===== src/rtl/shared_pkg.sv =====
// Shared FIFO definitions plus the types used by the FIFO write arbiter.
package shared_pkg;

  // Existing FIFO geometry.
  localparam int FIFO_WIDTH = 16;
  localparam int FIFO_DEPTH = 8;

  // Default number of producers sharing the FIFO write port.
  localparam int FIFO_ARB_NUM_REQ = 4;

  // Write-arbiter FSM states.
  typedef enum logic [1:0] {
    IDLE     = 2'd0,
    ISSUE    = 2'd1,
    WAIT_ACK = 2'd2
  } arb_state_e;

endpackage


===== src/rtl/fifo_wr_arbiter_rr_pick.sv =====
// rr_pick: combinational round-robin search. Rotates req so that rr_ptr
// becomes bit 0, isolates the lowest set bit, then rotates the result back.
module rr_pick #(
  parameter int NUM_REQ = 4,
  parameter int PTR_W   = 2
) (
  input  logic [NUM_REQ-1:0] req,
  input  logic [PTR_W-1:0]   rr_ptr,
  output logic [NUM_REQ-1:0] winner,
  output logic               valid
);

  localparam logic [NUM_REQ-1:0] ONE = 1;

  logic [2*NUM_REQ-1:0] req_dbl;
  logic [2*NUM_REQ-1:0] rot_dbl;
  logic [2*NUM_REQ-1:0] win_dbl;
  logic [NUM_REQ-1:0]   rot;
  logic [NUM_REQ-1:0]   first;

  // Rotate right by rr_ptr: rot[k] corresponds to requester (k + rr_ptr) mod NUM_REQ.
  assign req_dbl = {req, req};
  assign rot_dbl = req_dbl >> rr_ptr;
  assign rot     = rot_dbl[NUM_REQ-1:0];

  // Lowest set bit of the rotated vector is the first requester at or after rr_ptr.
  assign first   = rot & (~rot + ONE);

  // Rotate back left by rr_ptr; the upper half holds the wrapped result.
  assign win_dbl = {first, first} << rr_ptr;
  assign winner  = win_dbl[2*NUM_REQ-1:NUM_REQ];
  assign valid   = |req;

endmodule


===== src/rtl/fifo_wr_arbiter.sv =====
// fifo_wr_arbiter: round-robin arbiter sharing one FIFO write port among
// NUM_REQ producers. One write in flight at a time (IDLE -> ISSUE -> WAIT_ACK).
// Optional per-requester saturating accepted-write counters are built only
// when the macro FIFO_ARB_CNT_EN is defined; otherwise grant_cnt reads 0.
module fifo_wr_arbiter
  import shared_pkg::*;
#(
  parameter int NUM_REQ = FIFO_ARB_NUM_REQ,
  parameter int DATA_W  = FIFO_WIDTH,
  parameter int CNT_W   = 16
) (
  input  logic                            clk,
  input  logic                            rst_n,
  input  logic [NUM_REQ-1:0]              req,
  input  logic [NUM_REQ-1:0][DATA_W-1:0]  req_data,
  output logic [NUM_REQ-1:0]              gnt,
  output logic [NUM_REQ-1:0]              done,
  output logic [NUM_REQ-1:0]              drop,
  output logic                            busy,
  output logic [NUM_REQ-1:0][CNT_W-1:0]   grant_cnt,
  output logic                            fifo_wr_en,
  output logic [DATA_W-1:0]               fifo_data_in,
  input  logic                            fifo_full,
  input  logic                            fifo_wr_ack,
  input  logic                            fifo_overflow
);

  localparam int PTR_W = (NUM_REQ > 1) ? $clog2(NUM_REQ) : 1;
  localparam logic [PTR_W-1:0] PTR_ONE  = 1;
  localparam logic [PTR_W-1:0] PTR_LAST = PTR_W'(NUM_REQ - 1);

  arb_state_e state_q, state_d;

  logic [NUM_REQ-1:0] gnt_q,  gnt_d;
  logic [NUM_REQ-1:0] done_q, done_d;
  logic [NUM_REQ-1:0] drop_q, drop_d;
  logic               wr_en_q, wr_en_d;
  logic [DATA_W-1:0]  data_q, data_d;
  logic [PTR_W-1:0]   rr_ptr_q, rr_ptr_d;

  logic [NUM_REQ-1:0] pick_oh;
  logic               pick_valid;
  logic               arb_go;
  logic               resp_ok;
  logic [PTR_W-1:0]   gnt_idx;
  logic [DATA_W-1:0]  pick_data;

  logic [NUM_REQ:0][DATA_W-1:0] data_chain;
  logic [NUM_REQ:0][PTR_W-1:0]  idx_chain;

  rr_pick #(
    .NUM_REQ (NUM_REQ),
    .PTR_W   (PTR_W)
  ) u_rr_pick (
    .req    (req),
    .rr_ptr (rr_ptr_q),
    .winner (pick_oh),
    .valid  (pick_valid)
  );

  // A new write is only started from IDLE while the FIFO has room.
  assign arb_go = (state_q == IDLE) && pick_valid && !fifo_full;

  // A contradictory ack+overflow response is treated as a rejected write.
  assign resp_ok = fifo_wr_ack && !fifo_overflow;

  // Winner data mux and grant-to-index encoder, built as OR chains over the one-hot vectors.
  assign data_chain[0] = '0;
  assign idx_chain[0]  = '0;
  generate
    for (genvar gi = 0; gi < NUM_REQ; gi++) begin : g_sel
      assign data_chain[gi+1] = data_chain[gi] | (req_data[gi] & {DATA_W{pick_oh[gi]}});
      assign idx_chain[gi+1]  = idx_chain[gi] | (gnt_q[gi] ? PTR_W'(gi) : '0);
    end
  endgenerate
  assign pick_data = data_chain[NUM_REQ];
  assign gnt_idx   = idx_chain[NUM_REQ];

  // FSM state register.
  always_ff @(posedge clk or negedge rst_n) begin
    if (!rst_n) begin
      state_q <= IDLE;
    end else begin
      state_q <= state_d;
    end
  end

  // FSM next-state logic.
  always_comb begin
    state_d = state_q;
    case (state_q)
      IDLE:     if (arb_go) state_d = ISSUE;
      ISSUE:    state_d = WAIT_ACK;
      WAIT_ACK: state_d = IDLE;
      default:  state_d = IDLE;
    endcase
  end

  // FSM output logic: grant, data latch, write strobe, completion pulses, pointer.
  always_comb begin
    gnt_d    = gnt_q;
    done_d   = '0;
    drop_d   = '0;
    wr_en_d  = 1'b0;
    data_d   = data_q;
    rr_ptr_d = rr_ptr_q;
    case (state_q)
      IDLE: begin
        if (arb_go) begin
          gnt_d   = pick_oh;
          data_d  = pick_data;
          wr_en_d = 1'b1;
        end
      end
      ISSUE: begin
        // The FIFO samples the write this cycle; strobe drops by default.
      end
      WAIT_ACK: begin
        if (resp_ok) begin
          done_d = gnt_q;
        end else begin
          drop_d = gnt_q;
        end
        gnt_d    = '0;
        rr_ptr_d = (gnt_idx == PTR_LAST) ? '0 : gnt_idx + PTR_ONE;
      end
      default: begin
        gnt_d = '0;
      end
    endcase
  end

  // Registered outputs and round-robin pointer.
  always_ff @(posedge clk or negedge rst_n) begin
    if (!rst_n) begin
      gnt_q    <= '0;
      done_q   <= '0;
      drop_q   <= '0;
      wr_en_q  <= 1'b0;
      data_q   <= '0;
      rr_ptr_q <= '0;
    end else begin
      gnt_q    <= gnt_d;
      done_q   <= done_d;
      drop_q   <= drop_d;
      wr_en_q  <= wr_en_d;
      data_q   <= data_d;
      rr_ptr_q <= rr_ptr_d;
    end
  end

  assign gnt          = gnt_q;
  assign done         = done_q;
  assign drop         = drop_q;
  assign fifo_wr_en   = wr_en_q;
  assign fifo_data_in = data_q;
  assign busy         = (state_q != IDLE);

`ifdef FIFO_ARB_CNT_EN
  // Per-requester accepted-write counters, saturating at all-ones.
  generate
    for (genvar gi = 0; gi < NUM_REQ; gi++) begin : g_cnt
      localparam logic [CNT_W-1:0] CNT_ONE = 1;
      logic [CNT_W-1:0] cnt_q, cnt_d;

      // Count on the same edge that raises done for this requester.
      always_comb begin
        cnt_d = cnt_q;
        if (done_d[gi] && (cnt_q != '1)) cnt_d = cnt_q + CNT_ONE;
      end

      // Counter register.
      always_ff @(posedge clk or negedge rst_n) begin
        if (!rst_n) begin
          cnt_q <= '0;
        end else begin
          cnt_q <= cnt_d;
        end
      end

      assign grant_cnt[gi] = cnt_q;
    end
  endgenerate
`else
  assign grant_cnt = '0;
`endif

endmodule

===== config.mk =====
export PLATFORM = sky130hd
export DESIGN_NAME = fifo_wr_arbiter
export DESIGN_NICKNAME = d
export VERILOG_FILES = /design/src/rtl/shared_pkg.sv /design/src/rtl/fifo_wr_arbiter_rr_pick.sv /design/src/rtl/fifo_wr_arbiter.sv
export SDC_FILE = /design/constraint.sdc
export NUM_CORES = 1
export LEC_CHECK = 0
export CORE_MARGIN = 1.5
export CORE_UTILIZATION = 34
export DETAILED_ROUTE_END_ITERATION = 16
export HOLD_SLACK_MARGIN = 0.08
export PLACE_DENSITY = 0.82
export SLEW_MARGIN = 20
export SYNTH_ARGS = -nofsm -noshare
export SYNTH_HDL_FRONTEND = slang
export SYNTH_HIERARCHICAL = 1
export SYNTH_SLANG_ARGS = --single-unit
export TNS_END_PERCENT = 1

===== constraint.sdc =====
create_clock -name clk -period 2.3 [get_ports clk]
set_clock_uncertainty 0.2 [all_clocks]
set_input_delay 0.345 -clock clk [delete_from_list [all_inputs] [get_ports clk]]
set_output_delay 0.345 -clock clk [all_outputs]
set_load 0.02 [all_outputs]

==> results of run 1 <==
==> layer usage <==
metal  up-vias  global-route usage  share of wire
met1       817               0.177           0.39
met5         -                   0              0
met2       106               0.278           0.52
met3         4              0.0356          0.087
li1        862                   -              -
met4         0              0.0610          0.011
==> what timing repair did <==
item                                    4_1_cts  5_1_grt
endpoints found under the setup margin        0        4
resized for setup                             0        1
hold endpoints to repair                     33        0
hold buffers                                  1        0
==> path summary, 6_finish.rpt <==
path,depth (start not counted),endpoint,slack (ps)
min,1,done[0],350
max,6,fifo_data_in[12],120
min reg2reg,1,done[0],350
max in group asynchronous,2,drop[2],940
min in group asynchronous,2,done[1],470
max reg2reg,5,fifo_data_in[12],300
==> metrics by stage <==
stage	setup WS (ps)	std cells	util	hold WS [ps]	setup TNS, ps
2_1_floorplan	481	286	-	-151	0
3_3_place_gp	-152	392	0.495	254	-2230
3_5_place_dp	-181	392	0.495	265	-2430
4_1_cts	117	401	0.511	354	0
5_1_grt	12.6	401	0.511	382	0
6_report	121	401	0.511	353	0
==> cell usage in the layout, fill, tap and decap left out, types with 3 or more instances in the layout <==
cell type / synthesis / final
mux2i_1: 4 / 4
conb_1: 1 / 64
nand2_1: 4 / 4
a22oi_1: 32 / 32
a21oi_1: 3 / 3
clkbuf_8: 0 / 5
buf_4: 65 / 5
a31oi_1: 16 / 16
dfrtp_1: 33 / 33
nor2_1: 23 / 23
and2_1: 9 / 8
clkdlybuf4s50_1: 0 / 101
==> cells by family after synthesis <==
group / count (synthesis) / synth area share
buffers and inverters: 78 / 0.266
AOI/OAI and AO/OA: 60 / 0.203
and+or+nand+nor: 46 / 0.117
DFF: 33 / 0.389
muxes: 4 / 0.0189
xor gates and xnor gates: 1 / 0.00413
other: 1 / 0.00177
==> registers in the layout, summed over array words and instances (netlist names) <==
signal	cells
fifo_wr_en	1
state_q	2
gnt	4
drop	4
fifo_data_in	16
done	4
rr_ptr_q	2
==> area by class of cell <==
| cell class | instances | area (um^2) | share of cell area |
|---|---|---|---|
| clock buffers | 5 | 68.8 | 0.0226 |
| repair buffers | 108 | 1060 | 0.349 |
| inverters | 2 | 7.51 | 0.00247 |
| clock inverters | 3 | 17.5 | 0.00575 |
| multi-input cells | 175 | 968 | 0.318 |
| flip-flops and latches | 33 | 826 | 0.271 |
| well taps | 75 | 93.8 | 0.0308 |
==> critical path, delay by kind of cell <==
family | cells | cell delay [ps]
buffers and inverters | 1 | 510
and+or+nand+nor | 2 | 820
AOI/OAI and AO/OA | 3 | 510
==> power by group <==
part           internal (uW)  switching, uW  leakage [uW]
Clock                    209            214     0.0000439
Combinational            579            664      0.000875
Sequential               745            130      0.000409
Total                   1530           1010       0.00133
==> metrics.csv, run 1 <==
metric,value,unit
r2r startpoint,rr_ptr_q[0],
DR iter-0 viols,82,
vias per cell,4.46,
CP max stage delay,640,ps
fin crit period,2180,ps
CP Class,in -> reg,
clk buf depth,2,
CTS tree,yes,
"EDFF count, synth",0,
"Clk pin slew, worst setup/hold paths",70,ps
Crit-path slowest cell,and3_1,
maxcap violations,0,
via count,1789,
Worst-Margin Slew,762,ps
first-pass GRT wire length,7.71,mm
design area,3050,um^2
postcts setup bufs,0,
Slew HR,0.492,
Worst Setup End Kind,flip-flop,
Synth area leaders,"dfrtp_1 39%, buf_4 23%, a22oi_1 11%",
synthesized area per cell,9.51,um^2
I/O Pins,167,
Crit Path Max Fanout,17,
layout cells sized above 1,0.0613,
final total power,2540,uW
RSZ-0062 raised after global routing,no,
clock sinks,33,
gp weighted congestion,0.736,
P&R area growth vs syn,43.6,%
H-tree depth,2,
Synth warnings,6,
VDD IR-drop max,0.419,mV
largest net degree at the start of global routing,34,
Final nets,398,
status,completed,
crit path DAT,2180,ps
CP startpoint,req[2],
# port buffers,102,
GR Overflow Total,0,
Final period util,0.947,
Detail Route Antenna Nets,0,
Achievable Freq,0.459,GHz
Core Rows,28,
initial antenna violation count,0,
Leakage,0.00133,uW
min-delay src,gnt[0],
power per cell area,835,nW/um^2
"Async S/R FF share, synth",1.00,
final hold violation count,0,
core area,5960,um^2
drc violations,0,
final setup fails,0,
Overall Global Routing Usage,0.155,
Chip Width,82.0,um
Worst-Skew Late Latency,280,ps
CP startpoint kind,input port,
"Top FF cell, synth",dfrtp_1,
Post-synth top cells,"65 x buf_4, 33 x dfrtp_1, 32 x a22oi_1, 23 x nor2_1, 16 x a31oi_1",
Avg WL per Cell,13.5,um
"Req. time, crit path",2300,ps
Unique masters post-synth,30,
register area share after synthesis,0.389,
vias in the first global route,1637,
Initial Util,0.356,
cell with the most instances after synthesis,buf_4,
CTS buffer count,5,
Root Driver,clkbuf_8,
Post-DP HPWL,4.11,mm
fill count,577,
Detailed Route WL,5.40,mm
Post-Syn Area,2120,um^2
#FFs+latches synth,33,
cell count after synthesis,223,
1st-pass router iterations,4,
ANT cells,0,
crit-path cells,clkdlybuf4s50_1 > nor2b_1 > o21ai_0 > and3_1 > a22oi_1 > a31oi_1,
Pins Over Slew Limit,0,
chip height,82.0,um
top cell type's share of synthesized area,0.389,
dpl cell area,2950,um^2
DIE AREA,6720,um^2
post-synth top area cell,dfrtp_1,
worst min-delay path class,reg -> reg,
(Power assumes the default switching activity.)
==> run 2: changes to the inputs <==
--- a/config.mk
+++ b/config.mk
@@ -10,6 +10,7 @@
 export DETAILED_ROUTE_END_ITERATION = 16
 export HOLD_SLACK_MARGIN = 0.08
 export PLACE_DENSITY = 0.82
+export SETUP_SLACK_MARGIN = 0.15
 export SLEW_MARGIN = 20
 export SYNTH_ARGS = -nofsm -noshare
 export SYNTH_HDL_FRONTEND = slang
==> metrics.csv, run 2 (synthesis results as in run 1) <==
metric,value,unit,change
status,completed,,unchanged
reg2reg end,fifo_data_in[14],,was fifo_data_in[12]
gp weighted congestion,0.736,,unchanged
VDD IR-drop max,0.419,mV,about the same
GR Overflow Total,0,,unchanged
chip height,82.0,um,unchanged
I/O Pins,167,,unchanged
design area,3050,um^2,unchanged
WHS,353,ps,about the same
CP Class,in -> reg,,unchanged
fin crit period,1950,ps,was 2180 ps
Worst-Skew Late Latency,280,ps,about the same
Post-DP HPWL,4.11,mm,unchanged
Pins Over Slew Limit,0,,unchanged
Final period util,0.850,,was 0.947
clk buf depth,2,,unchanged
crit path DAT,1960,ps,was 2180 ps
Switch Pwr,1010,uW,about the same
largest net degree at the start of global routing,34,,unchanged
crit-path cells,clkdlybuf4s50_1 > nor2b_1 > o21ai_0 > and3_2 > a22oi_1 > a31oi_1,,was clkdlybuf4s50_1 > nor2b_1 > o21ai_0 > and3_1 > a22oi_1 > a31oi_1
ANT cells,0,,unchanged
vias in the first global route,1637,,unchanged
"Clk pin slew, worst setup/hold paths",70,ps,about the same
CTS tree,yes,,unchanged
layout cells sized above 1,0.0644,,was 0.0613
CP startpoint kind,input port,,unchanged
RSZ-0062 raised after global routing,no,,unchanged
Slew HR,0.491,,was 0.492
DIE AREA,6720,um^2,unchanged
CP startpoint,req[2],,unchanged
Chip Width,82.0,um,unchanged
CP max stage delay,510,ps,was 640 ps
via count,1787,,was 1789
power per cell area,835,nW/um^2,about the same
drc violations,0,,unchanged
final setup fails,0,,unchanged
Crit-path slowest cell,clkdlybuf4s50_1,,was and3_1
DR iter-0 viols,74,,was 82
Detail Route Antenna Nets,0,,unchanged
r2r worst-path depth,5,,unchanged
combinational group share of total power,0.489,,about the same
vias per cell,4.46,,about the same
Flop pwr share,0.344,,about the same
Detailed Route WL,5.40,mm,about the same
Root Driver,clkbuf_8,,unchanged
P&R area growth vs syn,43.6,%,unchanged
initial antenna violation count,0,,unchanged
Avg WL per Cell,13.5,um,about the same
Core Rows,28,,unchanged
Cell Int Power,1530,uW,about the same
Crit Path Max Fanout,17,,unchanged
Leakage,0.00133,uW,about the same
fill count,578,,was 577
Worst Setup End Kind,flip-flop,,unchanged
Sw Ratio,0.397,,about the same
Overall Global Routing Usage,0.155,,unchanged
Achievable Freq,0.512,GHz,was 0.459 GHz
CTS buffer count,5,,unchanged
R2R setup slack,470,ps,was 300 ps
dpl cell area,2950,um^2,unchanged
Worst-Margin Slew,763,ps,was 762 ps
H-tree depth,2,,unchanged
Initial Util,0.356,,unchanged
r2r startpoint,rr_ptr_q[1],,was rr_ptr_q[0]
core area,5960,um^2,unchanged
# port buffers,102,,unchanged
maxcap violations,0,,unchanged
postcts setup bufs,0,,unchanged
crit path capture,fifo_data_in[12],,unchanged
clock sinks,33,,unchanged
most frequent cells in the layout,"100 x clkdlybuf4s50_1, 64 x conb_1, 33 x dfrtp_1",,"was 101 x clkdlybuf4s50_1, 64 x conb_1, 33 x dfrtp_1"
worst min-delay path class,reg -> reg,,unchanged
clock share of power,0.167,,was 0.166
1st-pass router iterations,6,,was 4
max reg flops,16,,unchanged
final hold violation count,0,,unchanged
first-pass GRT wire length,7.71,mm,unchanged
"leading cell type in the layout, fill and taps excluded",clkdlybuf4s50_1,,unchanged
Final nets,398,,unchanged
"Req. time, crit path",2300,ps,about the same
==> run 2: cell types whose count changed in the layout (fill, tap and decap cells not counted) <==
cell and change:
dlygate4sd2_1 +1, clkdlybuf4s50_1 -1, and3_1 -1, and3_2 +1
==> run 2: power groups by stage <==
stage               clock, uW  combinational, uW  sequential (uW)
floorplan                   0                608             1050
global placement            0               1230              880
detailed placement          0               1250              888
CTS                       442               1250              878
global route              470               1340              901
finish                    424               1240              876
==> run 2: cell type report <==
cell class,instances,area [um^2],area share
Sequential cell,33,826,0.271
Tap cell,75,93.8,0.0308
Inverter,2,7.51,0.00247
Clock buffer,5,68.8,0.0226
Timing Repair Buffer,108,1060,0.349
Multi-Input combinational cell,175,970,0.318
Clock inverter,3,17.5,0.00575
==> run 2: worst min path at each step <==
| stage | start | end | slack [ps] | cells after the start |
|---|---|---|---|---|
| floorplan | rst_n | done[0] | -150 | 0 |
| global placement | rst_n | drop[1] | 250 | 1 |
| detailed placement | rst_n | drop[1] | 270 | 1 |
| CTS | fifo_data_in[0] | fifo_data_in[0] | 350 | 2 |
| global route | gnt[3] | rr_ptr_q[0] | 380 | 1 |
| finish | gnt[0] | done[0] | 350 | 1 |
==> run 2: worst max-delay path: cells and delay by family <==
family	cells	cell delay, ps
buffers and inverters	1	510
and+or+nand+nor	2	620
AOI/OAI and AO/OA	3	470
==> run 2: per-layer routing <==
layer | GRT usage | wire length (um)
met5 | 0 | 0
met4 | 0.0610 | 62
met3 | 0.0356 | 470
met2 | 0.278 | 2780
met1 | 0.177 | 2090
==> run 2: repair_timing <==
| item | in CTS | in global routing |
|---|---|---|
| hold buffers | 1 | 0 |
| gates resized for setup | 1 | 2 |
| setup endpoints to repair | 7 | 16 |
| endpoints found under the hold margin | 33 | 0 |
==> run 2: stage by stage <==
| stage | setup TNS, ps | cells | setup slack (ps) | total power [uW] | utilization |
|---|---|---|---|---|---|
| after floorplan | 0 | 286 | 481 | 1660 | - |
| after global placement | -2230 | 392 | -152 | 2110 | 0.495 |
| after detailed placement | -2430 | 392 | -181 | 2130 | 0.495 |
| after CTS | 0 | 401 | 124 | 2570 | 0.511 |
| after global routing | 0 | 401 | 211 | 2710 | 0.511 |
| final | 0 | 401 | 346 | 2540 | 0.511 |
